File: src/rtl/nios_system_pio_gen.sv
// Avalon-MM general-purpose PIO: output data register with set/clear aliases,
// per-bit direction, synchronized inputs with edge capture and a masked level interrupt.
module nios_system_pio_gen #(
    parameter int                    DATA_WIDTH  = 8,
    parameter logic [DATA_WIDTH-1:0] RESET_VALUE = {DATA_WIDTH{1'b0}},
    parameter int                    EDGE_TYPE   = 0,
    parameter int                    SYNC_STAGES = 2
) (
    input  logic                  clk,
    input  logic                  reset_n,
    input  logic [2:0]            address,
    input  logic                  chipselect,
    input  logic                  write_n,
    input  logic [31:0]           writedata,
    output logic [31:0]           readdata,
    input  logic [DATA_WIDTH-1:0] in_port,
    output logic [DATA_WIDTH-1:0] out_port,
    output logic [DATA_WIDTH-1:0] oe,
    output logic                  irq
);

    localparam logic [2:0] ADDR_DATA    = 3'd0;
    localparam logic [2:0] ADDR_DIR     = 3'd1;
    localparam logic [2:0] ADDR_IRQMASK = 3'd2;
    localparam logic [2:0] ADDR_EDGECAP = 3'd3;
    localparam logic [2:0] ADDR_OUTSET  = 3'd4;
    localparam logic [2:0] ADDR_OUTCLR  = 3'd5;
    localparam logic [2:0] START_DONE   = 3'(SYNC_STAGES + 1);

    logic [DATA_WIDTH-1:0] data_out_q, data_out_d;
    logic [DATA_WIDTH-1:0] dir_q, dir_d;
    logic [DATA_WIDTH-1:0] irqmask_q, irqmask_d;
    logic [DATA_WIDTH-1:0] edgecap_q, edgecap_d;
    logic [DATA_WIDTH-1:0] prev_q, prev_d;
    logic [SYNC_STAGES-1:0][DATA_WIDTH-1:0] sync_q, sync_d;
    logic [2:0]            start_cnt_q, start_cnt_d;

    logic                  wr_en_s;
    logic [DATA_WIDTH-1:0] wdata_s;
    logic [DATA_WIDTH-1:0] sync_s;
    logic [DATA_WIDTH-1:0] edge_s;
    logic [DATA_WIDTH-1:0] clr_s;
    logic                  cap_en_s;
    logic [DATA_WIDTH-1:0] rd_s;
    logic                  unused_s;

    assign wr_en_s  = chipselect & ~write_n;
    assign wdata_s  = writedata[DATA_WIDTH-1:0];
    assign sync_s   = sync_q[SYNC_STAGES-1];
    assign cap_en_s = (start_cnt_q == START_DONE);
    assign unused_s = &{1'b0, writedata};

    // Synchronizer chain shift and history flop
    always_comb begin
        sync_d    = sync_q;
        sync_d[0] = in_port;
        for (int i = 1; i < SYNC_STAGES; i++) begin
            sync_d[i] = sync_q[i-1];
        end
        prev_d = sync_s;
    end

    // Edge detection according to the configured polarity
    always_comb begin
        case (EDGE_TYPE)
            0:       edge_s = sync_s & ~prev_q;
            1:       edge_s = ~sync_s & prev_q;
            default: edge_s = sync_s ^ prev_q;
        endcase
    end

    // Startup counter saturates once the synchronizer holds real pin data
    always_comb begin
        if (cap_en_s) begin
            start_cnt_d = start_cnt_q;
        end else begin
            start_cnt_d = start_cnt_q + 3'd1;
        end
    end

    // Register writes; a capture in the same cycle as a clear keeps the bit set
    always_comb begin
        data_out_d = data_out_q;
        dir_d      = dir_q;
        irqmask_d  = irqmask_q;
        clr_s      = {DATA_WIDTH{1'b0}};
        if (wr_en_s) begin
            case (address)
                ADDR_DATA:    data_out_d = wdata_s;
                ADDR_DIR:     dir_d      = wdata_s;
                ADDR_IRQMASK: irqmask_d  = wdata_s;
                ADDR_EDGECAP: clr_s      = wdata_s;
                ADDR_OUTSET:  data_out_d = data_out_q | wdata_s;
                ADDR_OUTCLR:  data_out_d = data_out_q & ~wdata_s;
                default:      data_out_d = data_out_q;
            endcase
        end else begin
            clr_s = {DATA_WIDTH{1'b0}};
        end
        if (cap_en_s) begin
            edgecap_d = (edgecap_q & ~clr_s) | edge_s;
        end else begin
            edgecap_d = edgecap_q & ~clr_s;
        end
    end

    // Read mux; DATA mixes driven and sensed bits by direction
    always_comb begin
        readdata = 32'd0;
        case (address)
            ADDR_DATA:    rd_s = (data_out_q & dir_q) | (sync_s & ~dir_q);
            ADDR_DIR:     rd_s = dir_q;
            ADDR_IRQMASK: rd_s = irqmask_q;
            ADDR_EDGECAP: rd_s = edgecap_q;
            default:      rd_s = {DATA_WIDTH{1'b0}};
        endcase
        readdata[DATA_WIDTH-1:0] = rd_s;
    end

    // State registers
    always_ff @(posedge clk or negedge reset_n) begin
        if (!reset_n) begin
            data_out_q  <= RESET_VALUE;
            dir_q       <= {DATA_WIDTH{1'b0}};
            irqmask_q   <= {DATA_WIDTH{1'b0}};
            edgecap_q   <= {DATA_WIDTH{1'b0}};
            prev_q      <= {DATA_WIDTH{1'b0}};
            sync_q      <= '0;
            start_cnt_q <= 3'd0;
        end else begin
            data_out_q  <= data_out_d;
            dir_q       <= dir_d;
            irqmask_q   <= irqmask_d;
            edgecap_q   <= edgecap_d;
            prev_q      <= prev_d;
            sync_q      <= sync_d;
            start_cnt_q <= start_cnt_d;
        end
    end

    assign out_port = data_out_q;
    assign oe       = dir_q;
    assign irq      = |(edgecap_q & irqmask_q);

endmodule

File: config.mk
export PLATFORM = sky130hd
export DESIGN_NAME = nios_system_pio_gen
export DESIGN_NICKNAME = d
export VERILOG_FILES = /design/src/rtl/nios_system_pio_gen.sv
export SDC_FILE = /design/constraint.sdc
export NUM_CORES = 1
export LEC_CHECK = 0
export ABC_AREA = 1
export CORE_MARGIN = 5
export CORE_UTILIZATION = 41
export DETAILED_ROUTE_END_ITERATION = 10
export MAX_ROUTING_LAYER = met4
export PLACE_DENSITY = 0.78
export SYNTH_ARGS = -nofsm -noshare
export SYNTH_HDL_FRONTEND = slang
export SYNTH_SLANG_ARGS = --single-unit
File: constraint.sdc
create_clock -name clk -period 1.35 [get_ports clk]
set_clock_uncertainty 0.1 [all_clocks]
set_input_delay 0.27 -clock clk [delete_from_list [all_inputs] [get_ports clk]]
set_output_delay 0.27 -clock clk [all_outputs]
set_load 0.01 [all_outputs]
==> out/summary.txt <==
I/O Pins = 96
Total placed instance area = 3881 µm²
Max_cap viols = 0
Share of post-route cells with drive strength above 1 = 37.28%
Initial antenna violation count = 0
Yosys cell types = 28
Hold Crit Start = sync_d[8]
Max FO, Critical Path = 4
Flop-to-flop setup slack = 0.06 ns
Antenna-violating nets left = 0
Die area = 8644 µm²
R2R Path End = edgecap_q[3]
DRC = 0
Syn. warnings = 0
Fill cells = 538
Final WL = 7982 µm
Drt wl/cell = 14.89 µm
Final Hold Fails = 0
Synth area leader = dfrtp_1
Vias per cell = 4.937
Starting density of the core = 41.78%
Footprint of the multi-input gates = 1139 µm²
CTS Buffer Depth = 2
R2R depth = 5
Power density cells = 1163 nW/µm²
Cell area after layout = 4320 µm²
Clock slew at reported path FFs = 0.06 ns
CTS tree = done
Pin count of the biggest net entering global routing = 28
Worst Setup Slack, final = -0.3179 ns
TNS Setup = -2.639 ns
Mapped Area = 2823 µm²
Total CTS buffers = 9
Highest Clock Rate = 0.5996 GHz
First-pass GRT wire length = 13,000 µm
Core area = 6756 µm²
Hold endpoint = prev_d[0]
DIE HEIGHT = 92.98 µm
Clock Latency Late Sink = 0.34 ns
Min-delay worst type = flop to flop
GP Congestion = 0.9032
DR iter-0 viols = 133
Unrepaired setup endpoints after global routing = true
Slew Limit Fails = 0
Final min period = 1.668 ns
Placed wire-length estimate = 5616 µm
Seq/Total Area, Yosys = 52.30%
Most instantiated library cell after synthesis = nand2_1
Final Cycle Share = 123.5%
Commonest cells in the netlist = nand2_1 (75), dfrtp_1 (59), nand3_1 (40), buf_4 (25), inv_1 (19)
# clock sinks = 59
Failing checks = setup timing
Port bufs = 47
Routed vias = 2,646
Gr usage total = 20.15%
Global route total overflow = 0
Final core area utilization = 63.94%
Register area = 1478 µm²
Hold path depth = 0
Min Hold Slack = 0.2476 ns
Post-synth EDFFs = 0
Worst path required time = 0.98 ns
Critical path arrival = 1.30 ns
First-pass DRT Iterations = 4
Syn Area/Cell = 9.194 µm²
Mapped Cells = 307
Final nets = 500
Worst r2r src = start_cnt_q[0]
Synth Flop Type = dfrtp_1
Maximum vdd drop = 0.0007994 V
Inserted Diodes = 0
Status = finished with violations
CP Launch Type = flop
Top-area cell type share of the netlist area = 52.30%
Htree depth = 3
Area contributors post-synth = dfrtp_1 (52%), nand2_1 (10%), nand3_1 (7.1%), buf_4 (6.6%), nand4_1 (3.8%)
Asr flop ratio synth = 100.0%
Die Span X = 92.98 µm
Root cell of the clock tree = clkbuf_8
Area growth syn-to-layout = 53.06%
Final Setup Violations = 14
Vias in the first global route = 2,780
Crit path kind = flop to primary output
Worst Setup End Kind = primary output
P_leak = 0.002107 µW
Seq cells post-synth = 59
Row count = 30
-- state kept, by name (all words and copies together), names as in the netlist --
signal / flops
out_port: 8
edgecap_q: 8
prev_d: 8
oe: 8
sync_d: 8
prev_q: 8
start_cnt_q: 3
irqmask_q: 8
-- cells by family after synthesis --
| family | count (synthesis) | share of synthesized area (%) |
|---|---|---|
| buffers and inverters | 56 | 11.79 |
| other | 1 | 0.1329 |
| muxes | 1 | 0.3989 |
| xor gates and xnor gates | 1 | 0.3103 |
| DFF | 59 | 52.31 |
| and+or+nand+nor | 154 | 27.26 |
| adders and majority gates | 2 | 0.8864 |
| AOI/OAI and AO/OA | 33 | 6.915 |
-- worst max path at each step --
stage / startpoint / to / cells past startpoint / slack (ns)
floorplan: address[0] / readdata[0] / 6 / 0.001
global placement: address[2] / readdata[1] / 6 / -0.96
detailed placement: address[2] / readdata[1] / 6 / -0.97
CTS: irqmask_q[7] / irq / 4 / -0.31
global route: oe[1] / readdata[1] / 5 / -0.41
finish: oe[1] / readdata[1] / 5 / -0.32
-- through the flow --
step	total power (µW)	worst slack (ns)	cells
finish	5024	-0.3179	536
detailed placement	3416	-0.9691	498
global placement	3384	-0.9552	498
floorplan	2626	0.001027	330
global route	5276	-0.4087	536
CTS	5010	-0.3051	533
-- layout make-up --
type                            instances  area share [%]
Tap cell                               80           2.317
Multi-Input combinational cell        215           26.35
Clock inverter                          4          0.6082
Inverter                               23           2.172
Sequential cell                        59           34.20
Timing Repair Buffer                  143           30.99
Clock buffer                           12           3.359
-- cells in the final DEF (no fill, tap or decap), drive strengths merged --
| master | instances |
|---|---|
| buf | 123 |
| clkbuf | 13 |
| clkdlybuf4s50 | 18 |
| clkinv | 3 |
| clkinvlp | 1 |
| conb | 24 |
| dfrtp | 59 |
| dlygate4sd3 | 1 |
| ha | 2 |
| inv | 23 |
| mux2 | 1 |
| nand2 | 82 |
| nand3 | 41 |
| nand3b | 7 |
| nand4 | 17 |
| nor2 | 6 |
| o21ai | 33 |
| or2 | 1 |
| xnor2 | 1 |
-- worst max-delay path: stages (launching register included) --
cell     delay, ns
dfrtp_1       0.43
nand2_1       0.10
o21ai_1       0.08
nand2_1       0.07
nand4_1       0.12
buf_2         0.16
-- routing by layer --
metal / GRT usage [%] / vias to the layer above / share of wire [%]
met4: 12.45 / 0 / 3.1
met5: - / - / 0
li1: - / 1265 / -
met3: 4.183 / 25 / 6.3
met1: 23.29 / 1262 / 41
met2: 32.21 / 94 / 50
-- timing repair --
action / in CTS / in global routing
hold buffers: 1 / 0
setup buffers: 19 / 9
setup endpoints to repair: 60 / 40
cloned: 0 / 0
hold endpoints to repair: 11 / 0
resized for setup: 158 / 19
pin swaps: 17 / 11
-- where the power goes --
group | internal, µW | switching, µW
logic | 855 | 652
clock network | 713 | 704
registers | 1960 | 141
Note: power is estimated with default switching activity, not from simulation.
